## config.mk

```make
export PLATFORM = sky130hd
export DESIGN_NAME = button_mode_sequencer_flat
export DESIGN_NICKNAME = d
export VERILOG_FILES = /design/src/rtl/button_mode_sequencer_if.sv /design/src/rtl/button_mode_sequencer.sv /design/src/flat_wrapper.sv
export SDC_FILE = /design/constraint.sdc
export NUM_CORES = 1
export LEC_CHECK = 0
export CAP_MARGIN = 20
export CORE_MARGIN = 2
export CORE_UTILIZATION = 40
export DETAILED_ROUTE_END_ITERATION = 7
export GPL_TIMING_DRIVEN = 0
export PLACE_DENSITY_LB_ADDON = 0.1
export SYNTH_ARGS = -nofsm -noshare
export SYNTH_HDL_FRONTEND = slang
export SYNTH_SLANG_ARGS = --single-unit
export TNS_END_PERCENT = 5
```

## constraint.sdc

```tcl
create_clock -name clk_tick -period 2.45 [get_ports clk_tick]
set_input_delay 0.3675 -clock clk_tick [delete_from_list [all_inputs] [get_ports clk_tick]]
set_output_delay 0.3675 -clock clk_tick [all_outputs]
set_load 0.01 [all_outputs]
```

## src/rtl/button_mode_sequencer_if.sv

```systemverilog
// Button/command bundle between the raw button pins, the watch cores and
// the button_mode_sequencer.
//
// Signals:
//   btn_mode/btn_set/btn_up/btn_down : raw, asynchronous button levels
//   core_busy[3:0]                   : bit i high while core i is in a set/halt state
//   st_mux[1:0]                      : index of the core that owns the buttons
//   mode_p/set_p/up_p/down_p         : one-cycle command strobes
//   rpt_state[1:0]                   : debug view of the auto-repeat FSM (0 idle, 1 hold, 2 repeat)
//
// Handshake semantics: there is no valid/ready pair on this bundle. Each
// *_p output is a fire-and-forget strobe that is high for exactly one clock
// and at most one strobe is high in any cycle; the receiving core must take
// it in that cycle, because nothing is held or retried.
interface button_mode_sequencer_if;
  logic       btn_mode;
  logic       btn_set;
  logic       btn_up;
  logic       btn_down;
  logic [3:0] core_busy;
  logic [1:0] st_mux;
  logic       mode_p;
  logic       set_p;
  logic       up_p;
  logic       down_p;
  logic [1:0] rpt_state;

  modport master (
    output btn_mode, btn_set, btn_up, btn_down, core_busy,
    input  st_mux, mode_p, set_p, up_p, down_p, rpt_state
  );

  modport slave (
    input  btn_mode, btn_set, btn_up, btn_down, core_busy,
    output st_mux, mode_p, set_p, up_p, down_p, rpt_state
  );
endinterface

```

## src/rtl/button_mode_sequencer.sv

```systemverilog
// Front-end controller for the watch cores. Synchronizes and debounces the
// four raw buttons, turns accepted presses into single-cycle commands,
// auto-repeats up/down while held, and owns st_mux (which core receives the
// commands), including an idle timeout that hands control back to core 0.
//
// Ports:
//   clk_tick : sole clock, rising edge
//   rst      : synchronous, active-high reset
//   btn_bus  : slave side of button_mode_sequencer_if (buttons, core_busy in;
//              st_mux, command strobes and repeat-FSM debug state out)
module button_mode_sequencer #(
  parameter int NUM_CORES    = 4,
  parameter int DEBOUNCE     = 4,
  parameter int REPEAT_DELAY = 50,
  parameter int REPEAT_RATE  = 10,
  parameter int IDLE_TICKS   = 3000
) (
  input  logic                   clk_tick,
  input  logic                   rst,
  button_mode_sequencer_if.slave btn_bus
);
  localparam int DW   = (DEBOUNCE > 1) ? $clog2(DEBOUNCE) : 1;
  localparam int RMAX = (REPEAT_DELAY > REPEAT_RATE) ? REPEAT_DELAY : REPEAT_RATE;
  localparam int RW   = (RMAX > 1) ? $clog2(RMAX) : 1;
  localparam int IW   = $clog2(IDLE_TICKS + 1);

  localparam logic [DW-1:0] DEB_LAST   = DW'(DEBOUNCE - 1);
  localparam logic [RW-1:0] DELAY_LAST = RW'(REPEAT_DELAY - 1);
  localparam logic [RW-1:0] RATE_LAST  = RW'(REPEAT_RATE - 1);
  localparam logic [IW-1:0] IDLE_MAX   = IW'(IDLE_TICKS);
  localparam logic [1:0]    LAST_CORE  = 2'(NUM_CORES - 1);
  localparam logic [3:0]    CORE_MASK  = 4'((1 << NUM_CORES) - 1);

  typedef enum logic [1:0] {
    RPT_IDLE   = 2'd0,
    RPT_HOLD   = 2'd1,
    RPT_REPEAT = 2'd2
  } rpt_state_t;

  // Button vectors are indexed [0] mode, [1] set, [2] up, [3] down.
  logic [3:0]    raw, s1, s2, deb, deb_d, press;
  logic [DW-1:0] dcnt [4];

  rpt_state_t    state, state_nx;
  logic          rkey, rkey_nx;          // latched repeat key: 0 up, 1 down
  logic [RW-1:0] rcnt, rcnt_nx, rpt_target;
  logic [IW-1:0] idle, idle_nx;
  logic [1:0]    st, st_nx;
  logic [3:0]    win, pulse_q;           // one-hot accepted event / registered strobes
  logic          key_held, rpt_fire, other_press, cur_busy;

  assign raw      = {btn_bus.btn_down, btn_bus.btn_up, btn_bus.btn_set, btn_bus.btn_mode};
  assign press    = deb & ~deb_d;
  assign cur_busy = (btn_bus.core_busy & CORE_MASK) >> st != 4'd0 ?
                    ((btn_bus.core_busy & CORE_MASK) >> st) & 4'd1 ? 1'b1 : 1'b0 : 1'b0;

  // Synchronizer + debounce: deb follows s2 only after DEBOUNCE consecutive
  // samples that disagree with it; any agreeing sample restarts the count.
  always_ff @(posedge clk_tick) begin
    if (rst) begin
      s1    <= '0;
      s2    <= '0;
      deb   <= '0;
      deb_d <= '0;
      for (int i = 0; i < 4; i++) dcnt[i] <= '0;
    end else begin
      s1    <= raw;
      s2    <= s1;
      deb_d <= deb;
      for (int i = 0; i < 4; i++) begin
        if (s2[i] == deb[i]) begin
          dcnt[i] <= '0;
        end else if (dcnt[i] == DEB_LAST) begin
          deb[i]  <= s2[i];
          dcnt[i] <= '0;
        end else begin
          dcnt[i] <= dcnt[i] + 1'b1;
        end
      end
    end
  end

  // Arbitration: a repeat tick is just another up/down event, so it loses to
  // a same-cycle mode or set press. Losers are dropped.
  always_comb begin
    key_held   = rkey ? deb[3] : deb[2];
    rpt_target = (state == RPT_HOLD) ? DELAY_LAST : RATE_LAST;
    rpt_fire   = (state != RPT_IDLE) && key_held && (rcnt == rpt_target);
    win        = 4'b0000;
    if (press[0])                        win[0] = 1'b1;
    else if (press[1])                   win[1] = 1'b1;
    else if (press[2] || (rpt_fire && !rkey)) win[2] = 1'b1;
    else if (press[3] || (rpt_fire && rkey))  win[3] = 1'b1;
  end

  // Repeat FSM next state.
  always_comb begin
    state_nx    = state;
    rkey_nx     = rkey;
    rcnt_nx     = rcnt;
    other_press = win[0] || win[1] || (win[2] && rkey) || (win[3] && !rkey);
    case (state)
      RPT_IDLE: begin
        if (win[2] || win[3]) begin
          state_nx = RPT_HOLD;
          rkey_nx  = win[3];
          rcnt_nx  = '0;
        end
      end
      RPT_HOLD, RPT_REPEAT: begin
        // Mode presses always count as "another key", which also covers a
        // mode-driven st_mux change.
        if (!key_held || other_press) begin
          state_nx = RPT_IDLE;
          rcnt_nx  = '0;
        end else if (rpt_fire) begin
          state_nx = RPT_REPEAT;
          rcnt_nx  = '0;
        end else if (rcnt != rpt_target) begin
          rcnt_nx = rcnt + 1'b1;
        end
      end
      default: begin
        state_nx = RPT_IDLE;
        rcnt_nx  = '0;
      end
    endcase
  end

  // Core selection and idle timeout. A mode press takes precedence over a
  // timeout in the same cycle; a busy core pins the timer at saturation.
  always_comb begin
    st_nx   = st;
    idle_nx = idle;
    if (win[0]) begin
      if (!cur_busy) st_nx = (st == LAST_CORE) ? 2'd0 : st + 2'd1;
      idle_nx = '0;
    end else if (win != 4'b0000) begin
      idle_nx = '0;
    end else if (idle == IDLE_MAX) begin
      if (st != 2'd0 && !cur_busy) begin
        st_nx   = 2'd0;
        idle_nx = '0;
      end
    end else begin
      idle_nx = idle + 1'b1;
    end
  end

  always_ff @(posedge clk_tick) begin
    if (rst) begin
      state   <= RPT_IDLE;
      rkey    <= 1'b0;
      rcnt    <= '0;
      idle    <= '0;
      st      <= 2'd0;
      pulse_q <= 4'b0000;
    end else begin
      state   <= state_nx;
      rkey    <= rkey_nx;
      rcnt    <= rcnt_nx;
      idle    <= idle_nx;
      st      <= st_nx;
      pulse_q <= win;
    end
  end

  assign btn_bus.st_mux    = st;
  assign btn_bus.mode_p    = pulse_q[0];
  assign btn_bus.set_p     = pulse_q[1];
  assign btn_bus.up_p      = pulse_q[2];
  assign btn_bus.down_p    = pulse_q[3];
  assign btn_bus.rpt_state = state;
endmodule

```

## src/flat_wrapper.sv

```systemverilog
// flat-port wrapper written by rule: the top's interface ports become plain ports
module button_mode_sequencer_flat 
#(
  parameter int NUM_CORES    = 4,
  parameter int DEBOUNCE     = 4,
  parameter int REPEAT_DELAY = 50,
  parameter int REPEAT_RATE  = 10,
  parameter int IDLE_TICKS   = 3000
)
  (clk_tick, rst, btn_bus_btn_mode, btn_bus_btn_set, btn_bus_btn_up, btn_bus_btn_down, btn_bus_core_busy, btn_bus_st_mux, btn_bus_mode_p, btn_bus_set_p, btn_bus_up_p, btn_bus_down_p, btn_bus_rpt_state);
  button_mode_sequencer_if btn_bus_i ();
  input  logic clk_tick;
  input  logic rst;
  input wire logic [$bits(btn_bus_i.btn_mode)-1:0] btn_bus_btn_mode;
  input wire logic [$bits(btn_bus_i.btn_set)-1:0] btn_bus_btn_set;
  input wire logic [$bits(btn_bus_i.btn_up)-1:0] btn_bus_btn_up;
  input wire logic [$bits(btn_bus_i.btn_down)-1:0] btn_bus_btn_down;
  input wire logic [$bits(btn_bus_i.core_busy)-1:0] btn_bus_core_busy;
  output wire logic [$bits(btn_bus_i.st_mux)-1:0] btn_bus_st_mux;
  output wire logic [$bits(btn_bus_i.mode_p)-1:0] btn_bus_mode_p;
  output wire logic [$bits(btn_bus_i.set_p)-1:0] btn_bus_set_p;
  output wire logic [$bits(btn_bus_i.up_p)-1:0] btn_bus_up_p;
  output wire logic [$bits(btn_bus_i.down_p)-1:0] btn_bus_down_p;
  output wire logic [$bits(btn_bus_i.rpt_state)-1:0] btn_bus_rpt_state;
  assign btn_bus_i.btn_mode = btn_bus_btn_mode;
  assign btn_bus_i.btn_set = btn_bus_btn_set;
  assign btn_bus_i.btn_up = btn_bus_btn_up;
  assign btn_bus_i.btn_down = btn_bus_btn_down;
  assign btn_bus_i.core_busy = btn_bus_core_busy;
  assign btn_bus_st_mux = btn_bus_i.st_mux;
  assign btn_bus_mode_p = btn_bus_i.mode_p;
  assign btn_bus_set_p = btn_bus_i.set_p;
  assign btn_bus_up_p = btn_bus_i.up_p;
  assign btn_bus_down_p = btn_bus_i.down_p;
  assign btn_bus_rpt_state = btn_bus_i.rpt_state;
  button_mode_sequencer #(.NUM_CORES(NUM_CORES), .DEBOUNCE(DEBOUNCE), .REPEAT_DELAY(REPEAT_DELAY), .REPEAT_RATE(REPEAT_RATE), .IDLE_TICKS(IDLE_TICKS)) u_core (.clk_tick(clk_tick), .rst(rst), .btn_bus(btn_bus_i));
endmodule
```

==> impl_results.md <==
* Outcome: finished, final reports clean
* DR WL/cell at about 12 um
* Mapped cell area at about 0.0025 mm^2
* Post-cts resize count at 0
* Final nets at about 300
* Ys Warns at 0
* GRT busiest layer: met2
* Crit-path max FO at 9
* Num CTS Buffers at 5
* Commonest non-fill, non-tap cell in the layout: dfxtp_1
* Initial antenna violation count at 0
* Placed cell areas at 0.00276 mm^2
* Clock-pin slew on the worst setup and hold paths at around 0.09 ns
* Die area at ~0.0068 mm^2
* Post-DR vias/cell at between 4 and 5
* Cell variety after synth at just over 50
* TritonCTS Sinks at a little over 50
* Met2 Use GR at between 20% and 30%
* I/O Buffers at 17
* Area of the multi-input gates at ~0.0013 mm^2
* Final Hold Fails at 0
* DR iter-0 viols at just over 60
* FF/Latch Area at about 0.0011 mm^2
* Vias in the first global route at between 1.5k and 2k
* Post-route cell area at around 0.0029 mm^2
* N_diodes at 0
* Filler Cell Count at 604
* Fin crit period at 2.06 ns
* EDFF count, synth at 8
* DR DRC count at 0
* Worst-margin pin slew at 0.548 ns
* CTS Hold Bufs at 0
* Row count at 28
* Commonest cells after routing, fill and taps aside: dfxtp_1, nor2_1, nor2b_1, clkdlybuf4s50_1, inv_1
* Mean Syn Cell Area at approximately 10 um^2
* Fmax at between 400 and 500 MHz
* Die Y at between 80 and 90 um
* Synthesized instance count at around 250
* Max-slew headroom at a little over three fifths
* Clock Skew at 0.00912 ns
* Fin util at between 40 and 50%
* Synth-to-Final Area Change at 15.9%
* Place WS at ~0.26 ns
* CTS H-Tree Depth at 2
* Routability cong. at around 0.74
* Setup TNS at 0 ns
* TritonCTS clock tree: done
* Largest net degree at the start of global routing at 15
* Ys flop type: dfxtp_1
* #FFs+latches synth at 51
* Total setup buffers inserted after CTS at 0
* I/O pin cnt at 18
* Fin crit share at 83.9%
* Slew Viols, Final at 0
* Vias at roughly 1.7k
* Post-synth top area share at about a third
* First-pass GRT wire length at 6.95 mm
* Fraction of layout cells with a size suffix above 1 at a little under 8%
* Die W at approximately 83 um
* Area leader, netlist: dfxtp_1
* Power per cell area at approximately 560 mW/mm^2
* GRT Total Usage at between 10% and 20%
* Peak VDD IR at ~0.32 mV
* Drt pass-1 iters at 4
* Starting density of the core at between 40 and 50%
* Clock latency on the worst-skew pair at 0.30 ns
* CP required at ~2.7 ns
* Routed Antenna Nets at 0
* Clk buf depth at 2
* Core box area at approximately 0.0060 mm^2
* Total Power at 1600 uW
* Ys async rst share at 0%
* Number of max-cap violations at 0
* CTS root buf: clkbuf_8
* RSZ-0062 raised after global routing: false
* Final worst slack at 0.394 ns
* Routing usage on met3 at 2.93%
* Worst EP arrival at about 2.3 ns
* Hpwl dp at 3.00 mm
* CP Capture Type: flop
* Routed WL at about 4.1 mm
* Gr ovfl total at 0
* Setup-failing EPs final at 0
* Leakage at between 0.001 and 0.0015 uW
* Hold Path Class: flop to flop
* Ranking of synthesized cells by area: dfxtp_1, edfxtp_1, ha_1
* Crit path kind: flop to flop
* Sequential share of the synthesized area at 44.6%
* Met1 usage at 17.3%
* CP Launch Type: flop
==> area by class of cell <==
class                   instances  share of cell area (%)
well taps                      75                    3.28
multi-input cells             184                    45.3
inverters                      16                    2.10
plain buffers                   7                    1.27
repair buffers                 17                    5.95
flip-flops and latches         51                    38.5
clock buffers                   6                    2.54
clock inverters                 1                    1.05
==> metrics by stage <==
| stage | cells | hold slack, ns |
|---|---|---|
| 5_1_grt | 357 | 0.449 |
| 3_5_place_dp | 350 | 0.424 |
| 2_1_floorplan | 258 | 0.396 |
| 6_report | 357 | 0.434 |
| 4_1_cts | 357 | 0.431 |
| 3_3_place_gp | 350 | 0.419 |
==> worst paths after layout <==
path,start,end,slack (ns),cells past startpoint
worst min register to register,u_core.deb_d[0],u_core.pulse_q[0],0.43,1
worst max register to register,u_core.btn_bus.rpt_state[0],u_core.rcnt[3],0.39,6
worst min-delay path,u_core.deb_d[0],u_core.pulse_q[0],0.43,1
worst max-delay path,u_core.btn_bus.rpt_state[0],u_core.rcnt[3],0.39,6
==> worst max-delay path, stage by stage (launching register included) <==
cell and delay (ns):
dfxtp_1 0.42, inv_1 0.09, ha_1 0.31, nor4b_1 0.47
o2111a_2 0.39, nor3b_1 0.20, a211o_1 0.12
==> where the power goes <==
group / switching [uW] / internal, uW / total [uW]
combinational: 73.8 / 70.0 / 144
clock: 266 / 300 / 566
sequential: 20.0 / 873 / 893
==> metal layers <==
layer	routed length [um]	vias up
li1	-	908
met3	119	6
met1	2100	807
met2	1840	18
met4	77	0
met5	0	-
==> cell usage after synthesis, drive strengths merged, types with 2 or more instances <==
master,n
a21oi,4
xnor2,7
nor2b,19
buf,3
and2b,2
nor3b,2
nor4b,2
nor2,32
and3,3
o211ai,3
o21ai,4
nand3,12
ha,14
o21a,2
a221o,2
or3,5
nor3,5
mux2i,9
clkbuf,4
nand2,9
nand3b,3
a41oi,2
or2,5
nand2b,9
edfxtp,8
inv,16
mux2,4
dfxtp,43
==> flip-flops by register name, indices dropped and copies added, names as in the netlist <==
| signal | count |
|---|---|
| u_core.btn_bus.rpt_state | 2 |
| u_core.btn_bus.st_mux | 2 |
| u_core.dcnt | 8 |
| u_core.deb | 4 |
| u_core.deb_d | 4 |
| u_core.idle | 12 |
| u_core.pulse_q | 4 |
| u_core.rcnt | 6 |
| u_core.rkey | 1 |
| u_core.s1 | 4 |
| u_core.s2 | 4 |
==> cells by family (layout without fill, tap and decap cells) <==
group                      count (synthesis)  after routing  share of synthesized area [%]
adders and majority gates                 14             14                           7.10
AOI/OAI and AO/OA                         25             25                           8.97
buffers and inverters                     23             47                           3.90
DFF                                       51             51                           44.6
xor gates and xnor gates                   8              8                           2.84
muxes                                     14             14                           6.39
and+or+nand+nor                          115            115                           26.1
other                                      1              8                          0.152
(Power assumes the default switching activity.)
